==> src/rtl/arb8_way16.sv <==
// Round-robin arbiter for eight 16-bit requesters feeding one registered output word
// drained through a valid/ready handshake; up to BURST words per grant.

module Mux8Way16 (
   input  logic [15:0] a_i,
   input  logic [15:0] b_i,
   input  logic [15:0] c_i,
   input  logic [15:0] d_i,
   input  logic [15:0] e_i,
   input  logic [15:0] f_i,
   input  logic [15:0] g_i,
   input  logic [15:0] h_i,
   input  logic [2:0]  sel_i,
   output logic [15:0] out_o
);
   always_comb begin
      out_o = a_i;
      case (sel_i)
         3'd0:    out_o = a_i;
         3'd1:    out_o = b_i;
         3'd2:    out_o = c_i;
         3'd3:    out_o = d_i;
         3'd4:    out_o = e_i;
         3'd5:    out_o = f_i;
         3'd6:    out_o = g_i;
         3'd7:    out_o = h_i;
         default: out_o = a_i;
      endcase
   end
endmodule

// Handshake: out is transferred on a rising edge where out_valid & out_ready are both 1;
// gnt[i] marks the cycle in which word i is sampled into out.
module arb8_way16 #(
   parameter int unsigned BURST = 1
) (
   input  logic        clk,
   input  logic        reset_n,
   input  logic [7:0]  req,
   input  logic [15:0] a,
   input  logic [15:0] b,
   input  logic [15:0] c,
   input  logic [15:0] d,
   input  logic [15:0] e,
   input  logic [15:0] f,
   input  logic [15:0] g,
   input  logic [15:0] h,
   output logic [7:0]  gnt,
   output logic [2:0]  sel,
   output logic [15:0] out,
   output logic        out_valid,
   input  logic        out_ready,
   output logic [7:0]  dbg_o
);
   typedef enum logic {IDLE = 1'b0, BUSY = 1'b1} state_e;

   localparam logic [3:0] BURST_C = 4'(BURST);

   state_e      state_q, state_d;
   logic [2:0]  ptr_q, ptr_d;
   logic [2:0]  sel_q, sel_d;
   logic [3:0]  cnt_q, cnt_d;
   logic [15:0] out_q, out_d;
   logic        valid_q, valid_d;

   logic [2:0]  winner;
   logic [2:0]  idx;
   logic        any_req;
   logic [2:0]  mux_sel;
   logic [15:0] mux_out;
   logic [7:0]  gnt_c;

   // Scan from farthest to nearest so the closest requester to ptr wins.
   always_comb begin
      winner  = 3'd0;
      any_req = 1'b0;
      idx     = 3'd0;
      for (int k = 7; k >= 0; k--) begin
         idx = ptr_q + 3'(k);
         if (req[idx]) begin
            winner  = idx;
            any_req = 1'b1;
         end
      end
   end

   // In IDLE the mux must already show the winner so it can be captured on the grant edge.
   assign mux_sel = (state_q == IDLE) ? winner : sel_q;

   Mux8Way16 u_mux (
      .a_i   (a),
      .b_i   (b),
      .c_i   (c),
      .d_i   (d),
      .e_i   (e),
      .f_i   (f),
      .g_i   (g),
      .h_i   (h),
      .sel_i (mux_sel),
      .out_o (mux_out)
   );

   always_comb begin
      state_d = state_q;
      ptr_d   = ptr_q;
      sel_d   = sel_q;
      cnt_d   = cnt_q;
      out_d   = out_q;
      valid_d = valid_q;
      gnt_c   = 8'd0;
      case (state_q)
         IDLE: begin
            if (any_req) begin
               gnt_c   = 8'd1 << winner;
               sel_d   = winner;
               out_d   = mux_out;
               valid_d = 1'b1;
               cnt_d   = 4'd1;
               state_d = BUSY;
            end
         end
         BUSY: begin
            if (out_ready) begin
               if (req[sel_q] && (cnt_q < BURST_C)) begin
                  gnt_c = 8'd1 << sel_q;
                  out_d = mux_out;
                  cnt_d = cnt_q + 4'd1;
               end else begin
                  valid_d = 1'b0;
                  ptr_d   = sel_q + 3'd1;
                  state_d = IDLE;
               end
            end
         end
         default: state_d = IDLE;
      endcase
   end

   always_ff @(posedge clk or negedge reset_n) begin
      if (!reset_n) begin
         state_q <= IDLE;
         ptr_q   <= 3'd0;
         sel_q   <= 3'd0;
         cnt_q   <= 4'd0;
         out_q   <= 16'h0000;
         valid_q <= 1'b0;
      end else begin
         state_q <= state_d;
         ptr_q   <= ptr_d;
         sel_q   <= sel_d;
         cnt_q   <= cnt_d;
         out_q   <= out_d;
         valid_q <= valid_d;
      end
   end

   assign gnt       = reset_n ? gnt_c : 8'd0;
   assign sel       = sel_q;
   assign out       = out_q;
   assign out_valid = valid_q;
   assign dbg_o     = {state_q, ptr_q, cnt_q};

endmodule
==> config.mk <==
export PLATFORM = sky130hd
export DESIGN_NAME = arb8_way16
export DESIGN_NICKNAME = d
export VERILOG_FILES = /design/src/rtl/arb8_way16.sv
export SDC_FILE = /design/constraint.sdc
export NUM_CORES = 1
export LEC_CHECK = 0
export BUFFER_PORTS_ARGS = -buffer_cell sky130_fd_sc_hd__buf_4
export CORE_ASPECT_RATIO = 0.75
export CORE_UTILIZATION = 35
export DETAILED_ROUTE_END_ITERATION = 7
export PLACE_DENSITY = 0.73
export SYNTH_ARGS = -nofsm -noshare
export SYNTH_HDL_FRONTEND = slang
export SYNTH_SLANG_ARGS = --single-unit
==> constraint.sdc <==
create_clock -name clk -period 9.7 [get_ports clk]
set_clock_uncertainty 0.1 [all_clocks]
set_input_delay 1.94 -clock clk [delete_from_list [all_inputs] [get_ports clk]]
set_output_delay 1.94 -clock clk [all_outputs]
set_load 0.05 [all_outputs]
==> results of run 1 <==
[cells in the final DEF, fill, tap and decap left out, drive strengths merged, types with 12 or more instances in the layout]
cell type  netlist  routed
dfrtp           28      28
o22ai           18      18
inv             26      26
a21oi           23      23
nand2           26      26
a221oi          13      13
o21ai           16      16
mux2            41      41
nor2            17      17
buf             23     176
mux4            12      12
[state kept, by name, summed over array words and instances (netlist names)]
name / cells
ptr_q: 3
cnt_q: 4
sel: 3
state_q: 1
out_valid: 1
out: 16
[final cells by class]
class                      instances  area share (%)
multi-input combinational        318           52.65
timing repair buffer             176           26.18
sequential                        28           13.88
tap                              132           3.272
inverter                          26           1.934
clock buffer                       3           1.487
clock inverter                     1          0.5949
[worst max path at each step]
stage / from / endpoint / slack [ns] / cells past startpoint
final: ptr_q[1]$_DFFE_PN0P_ / gnt[1] / 3.05 / 11
after CTS: ptr_q[1]$_DFFE_PN0P_ / gnt[1] / 3.08 / 11
after detailed placement: req[3] / gnt[1] / 3.19 / 10
after global placement: req[3] / gnt[0] / 3.25 / 10
after global routing: ptr_q[1]$_DFFE_PN0P_ / gnt[3] / 2.77 / 12
after floorplan: req[3] / gnt[3] / 3.27 / 9
[logic make-up (layout without fill, tap and decap cells)]
kind of cell | after synthesis | after routing | share of synthesized area (%)
flip-flops | 28 | 28 | 19.36
adder cells (fa/ha/maj) | 10 | 10 | 3.458
AO/OA/AOI/OAI | 137 | 137 | 29.50
AND/OR/NAND/NOR | 103 | 103 | 15.66
XOR/XNOR | 5 | 5 | 1.626
buffers and inverters | 52 | 206 | 7.296
multiplexers | 63 | 63 | 23.10
[stage by stage]
step	std cells	cell area [sq um]	setup slack (ns)	hold slack (ns)	util [%]
2_1_floorplan	398	3618	3.273	0.6634	-
3_3_place_gp	680	4942	3.252	0.4173	50.17
3_5_place_dp	680	4942	3.187	0.4241	50.17
4_1_cts	684	5047	3.081	0.4413	51.23
5_1_grt	684	5047	2.770	0.4809	51.23
6_report	684	5047	3.046	0.4316	51.23
[routing by layer]
| metal | up-vias | track usage, % |
|---|---|---|
| li1 | 1865 | - |
| met1 | 1952 | 35.73 |
| met2 | 181 | 37.55 |
| met3 | 4 | 3.553 |
| met4 | 0 | 1.667 |
| met5 | - | 0 |
[power breakdown]
group	internal, mW	leakage, nW	switching [mW]
Clock	0.0824	0.0511	0.0445
Combinational	0.577	1.88	0.918
Sequential	0.165	0.323	0.0697
==> flow_summary.yaml, run 1 <==
synthesis:
  synth.area.top_cells: "dfrtp_1, mux2_2, mux4_2"
  synth_nets: 547
  syn_area_per_cell_sq_um: 9.092
  yosysMostFrequentCell: "dfrtp_1"
  synthCells: 398
  synthFlopType: "dfrtp_1"
  ys_types: 74
  ys_warn_count: 0
  ys_async_sr_fraction_pct: 100.0
  syn_area_sq_um: 3618
  synth_top_area_share_pct: 19.36
  synth_edf_count: 0
  ys_seq_elements: 28
  ys_seq_area_share_pct: 19.36
  synth_top_area_cell: "dfrtp_1"
  synth.top_cells.by_count: "dfrtp_1, mux2_2, inv_1, nand2_1, a21oi_1"
worst_setup_path:
  critical_path.endpoint_type: "primary output"
  cp_top_family: "compound AO/OA/AOI/OAI gates"
  rr_worst_depth: 11
  critPathMaxFanout: 23
  worstPathArrival_ns: 4.61
  worstSetupPathType: "reg2out"
  r2r_setup_slack_ns: 4.32
  cp_slowest_cell: "dfrtp_1"
  slowest_delay_ns: 0.91
  worst-path-buf-inv: 2
  required_ns: 7.66
  cp_common_cell: "a21oi_1"
  reg2reg_from: "ptr_q[1]$_DFFE_PN0P_"
  path_cells: "inv_1 > ha_1 > mux2_2 > nor3_1 > a211oi_1 > a2111o_1 > a21oi_1 > a21oi_1 > o32ai_1 > and2_1 > buf_4"
  rr_endpoint: "out[7]$_DFFE_PN0P_"
  start_kind: "flop"
clock_network:
  clk_pin_slew_ns: 0.07
  cts_made_buffers: 3
  htreeDepth: 1
  clk_latency_ns: 0.26
  cts_sinks: 28
  ctsResizeCount: 0
  post-cts-setup-buffer-count: 0
  ctsLongestPathBuffers: 2
  cts_root_buffer: "clkbuf_16"
  cts_tree: "built"
  holdBufCountCts: 0
drt:
  drt_iter0_markers: 351
  viasPerCell: 5.851
  met3WireLength_um: 942
  wl_met2_mm: 6.203
  drt-met1-wl_mm: 6.120
  wirelength_mm: 13.32
  drc: 0
  wl_per_cell_um: 19.47
  num_vias: 4002
  top_layer_used: "met4"
  drt_pass1_iterations: 5
  ant_nets: 0
grt:
  grt_first_pass_wirelength_mm: 20.54
  grt_overflow: 0
  antenna_found_initial: 0
  grt_pass1_vias: 3794
  grt.total_usage_pct: 23.89
  grt_max_degree: 54
cells_and_area:
  diodes: 0
  num-fill-cells: 943
  fin_nets: 702
  regArea_sq_um: 700.7
  multiInputGateArea_sq_um: 2658
  syn_to_final_growth_pct: 39.49
  drive_gt1_share_pct: 44.75
timing:
  rsz0062_at_grt: "no"
  hold_violations: 0
  fin_setup_tns_ns: 0
  fmax_mhz: 150.3
  tightest_slew_ns: 1.161
  setup_viol: 0
  drv_slew: 0
  slew_headroom_pct: 22.61
  min_period_over_period_pct: 68.60
  period_needed_ns: 6.654
floorplan:
  io_pins: 175
  rows: 31
  start_util_pct: 36.73
  die_w_um: 119.4
  dieArea_sq_um: 10750
  coreArea_sq_um: 9852
  die_h_um: 90.06
worst_hold_path:
  hp-class: "reg2reg"
  min_to: "cnt_q[3]$_DFFE_PN0P_"
  holdPathStages: 1
  min_from: "cnt_q[3]$_DFFE_PN0P_"
run_status:
  status: "finished clean"
power:
  leakage_nw: 2.253
  p_per_area_nw_per_um2: 367.9
  total_power_mw: 1.857
  peakVddDrop_v: 0.0001245
run:
  drv_cap: 0
place:
  dp_hpwl_mm: 10.37
  routabilityCongestion: 1.012
  port_buffers: 174
Note: power is estimated with default switching activity, not from simulation.
==> run 2: changes to the inputs <==
--- a/config.mk
+++ b/config.mk
@@ -9,7 +9,7 @@
 export CORE_ASPECT_RATIO = 0.75
 export CORE_UTILIZATION = 35
 export DETAILED_ROUTE_END_ITERATION = 7
-export PLACE_DENSITY = 0.73
+export PLACE_DENSITY = 0.76
 export SYNTH_ARGS = -nofsm -noshare
 export SYNTH_HDL_FRONTEND = slang
 export SYNTH_SLANG_ARGS = --single-unit
==> constraint.sdc (replaced) <==
create_clock -name clk -period 5.4 [get_ports clk]
set_clock_uncertainty 0.1 [all_clocks]
set_input_delay 1.08 -clock clk [delete_from_list [all_inputs] [get_ports clk]]
set_output_delay 1.08 -clock clk [all_outputs]
set_load 0.05 [all_outputs]
==> run 2 against run 1 <==
  * Hold slack better by 0.0091 ns
  * Critical path depth unchanged
  * Wire length is 0.71% lower
  * Non-clock buffer count is 5 higher
  * Cell count is 0.73% higher
  * Global-route usage fell by 0.42 points
  * Critical endpoint unchanged
==> flow_summary.yaml, run 2 (synthesized netlist as in run 1, its figures left out) <==
run_status:
  status: "finished clean"
cells_and_area:
  final_cell_mix: "buf_4, dfrtp_1, mux2_2, inv_1, nand2_1"
  largest_reg_flops: 16
  layout_commonest_cell: "buf_4"
  diodes: 0
  syn_to_final_growth_pct: 40.87
  drive_gt1_share_pct: 45.24
  fin_nets: 707
worst_setup_path:
  r2r_setup_slack_ns: 1.10
  reg2reg_from: "ptr_q[0]$_DFFE_PN0P_"
  required_ns: 4.22
  worstPathArrival_ns: 3.83
  critical_path.endpoint_type: "primary output"
  start_kind: "flop"
  critPathMaxFanout: 11
  rr_worst_depth: 11
  worstSetupPathType: "reg2out"
  rr_endpoint: "out[9]$_DFFE_PN0P_"
clock_network:
  holdBufCountCts: 0
  cts_made_buffers: 3
  clk_pin_slew_ns: 0.08
  ctsLongestPathBuffers: 2
  cts_tree: "built"
  htreeDepth: 1
  cts_root_buffer: "clkbuf_16"
  post-cts-setup-buffer-count: 0
  clk_latency_ns: 0.27
  cts_sinks: 28
  ctsResizeCount: 0
power:
  leakage_nw: 2.281
  total_power_mw: 3.361
  peakVddDrop_v: 0.0002177
  p_per_area_nw_per_um2: 659.3
drt:
  drc: 0
  ant_nets: 0
  drt_pass1_iterations: 5
  viasPerCell: 5.898
  wirelength_mm: 13.22
  wl_per_cell_um: 19.19
  drt_iter0_markers: 305
  num_vias: 4064
timing:
  period_needed_ns: 5.013
  fin_setup_tns_ns: 0
  tightest_slew_ns: 0.9204
  slew_headroom_pct: 38.17
  fmax_mhz: 199.5
  rsz0062_at_grt: "no"
  drv_slew: 0
  setup_viol: 0
  hold_violations: 0
  min_period_over_period_pct: 92.83
worst_hold_path:
  hp-class: "reg2reg"
  holdPathStages: 2
  min_from: "cnt_q[2]$_DFFE_PN0P_"
  min_to: "cnt_q[2]$_DFFE_PN0P_"
place:
  routabilityCongestion: 0.9792
  dp_hpwl_mm: 10.41
  port_buffers: 174
grt:
  grt_pass1_vias: 3801
  grt_first_pass_wirelength_mm: 20.32
  antenna_found_initial: 0
  grt_max_degree: 40
  grt_overflow: 0
  grt.total_usage_pct: 23.46
run:
  drv_cap: 0
floorplan:
  coreArea_sq_um: 9852
  dieArea_sq_um: 10750
  die_h_um: 90.06
  rows: 31
  die_w_um: 119.4
  io_pins: 175
  start_util_pct: 36.73
==> run 2: power breakdown <==
group          switching (mW)  leakage (nW)  internal, mW
Combinational            1.67          1.91          1.07
Sequential             0.0868         0.323         0.297
Clock                  0.0811        0.0511         0.148
Total                    1.84          2.28          1.52
==> run 2: per-layer routing <==
| layer | GRT usage, % | vias up | wire [um] |
|---|---|---|---|
| met3 | 3.490 | 10 | 961 |
| met1 | 34.34 | 1999 | 5976 |
| li1 | - | 1868 | - |
| met4 | 3.021 | 0 | 102 |
| met2 | 37.16 | 187 | 6179 |
| met5 | 0 | - | 0 |
==> run 2: critical path: stages, from the launching register on <==
cell      delay [ns]
dfrtp_1         0.38
inv_2           0.13
ha_1            0.58
mux2_2          0.43
nor3_1          0.35
a211oi_1        0.15
o21ba_2         0.25
o311ai_4        0.36
inv_1           0.18
o32ai_1         0.37
and2_1          0.18
buf_4           0.19
==> run 2: final cells by class <==
type | instances | area (sq um)
sequential | 28 | 700.7
multi-input combinational | 318 | 2658
tap | 132 | 165.2
clock buffer | 3 | 75.07
inverter | 26 | 97.59
timing repair buffer | 181 | 1371
fill | 920 | 4755
clock inverter | 1 | 30.03
==> run 2: stage by stage <==
stage / hold WS [ns] / setup WS [ns] / std cells / area, sq um / utilization [%]
2_1_floorplan: 0.6634 / 0.1336 / 398 / 3618 / -
3_3_place_gp: 0.4095 / 0.6473 / 685 / 4992 / 50.67
3_5_place_dp: 0.4283 / 0.5929 / 685 / 4992 / 50.67
4_1_cts: 0.4470 / 0.4717 / 689 / 5097 / 51.74
5_1_grt: 0.4839 / 0.2321 / 689 / 5097 / 51.74
6_report: 0.4407 / 0.3873 / 689 / 5097 / 51.74
==> run 2: how the worst max path moves through the flow <==
stage,to,startpoint,depth (start not counted),slack (ns)
floorplan,gnt[3],ptr_q[1]$_DFFE_PN0P_,14,0.13
global placement,gnt[0],req[3],10,0.65
detailed placement,gnt[4],req[0],11,0.59
CTS,gnt[1],ptr_q[1]$_DFFE_PN0P_,11,0.47
global route,gnt[4],ptr_q[0]$_DFFE_PN0P_,12,0.23
finish,gnt[1],ptr_q[0]$_DFFE_PN0P_,11,0.39
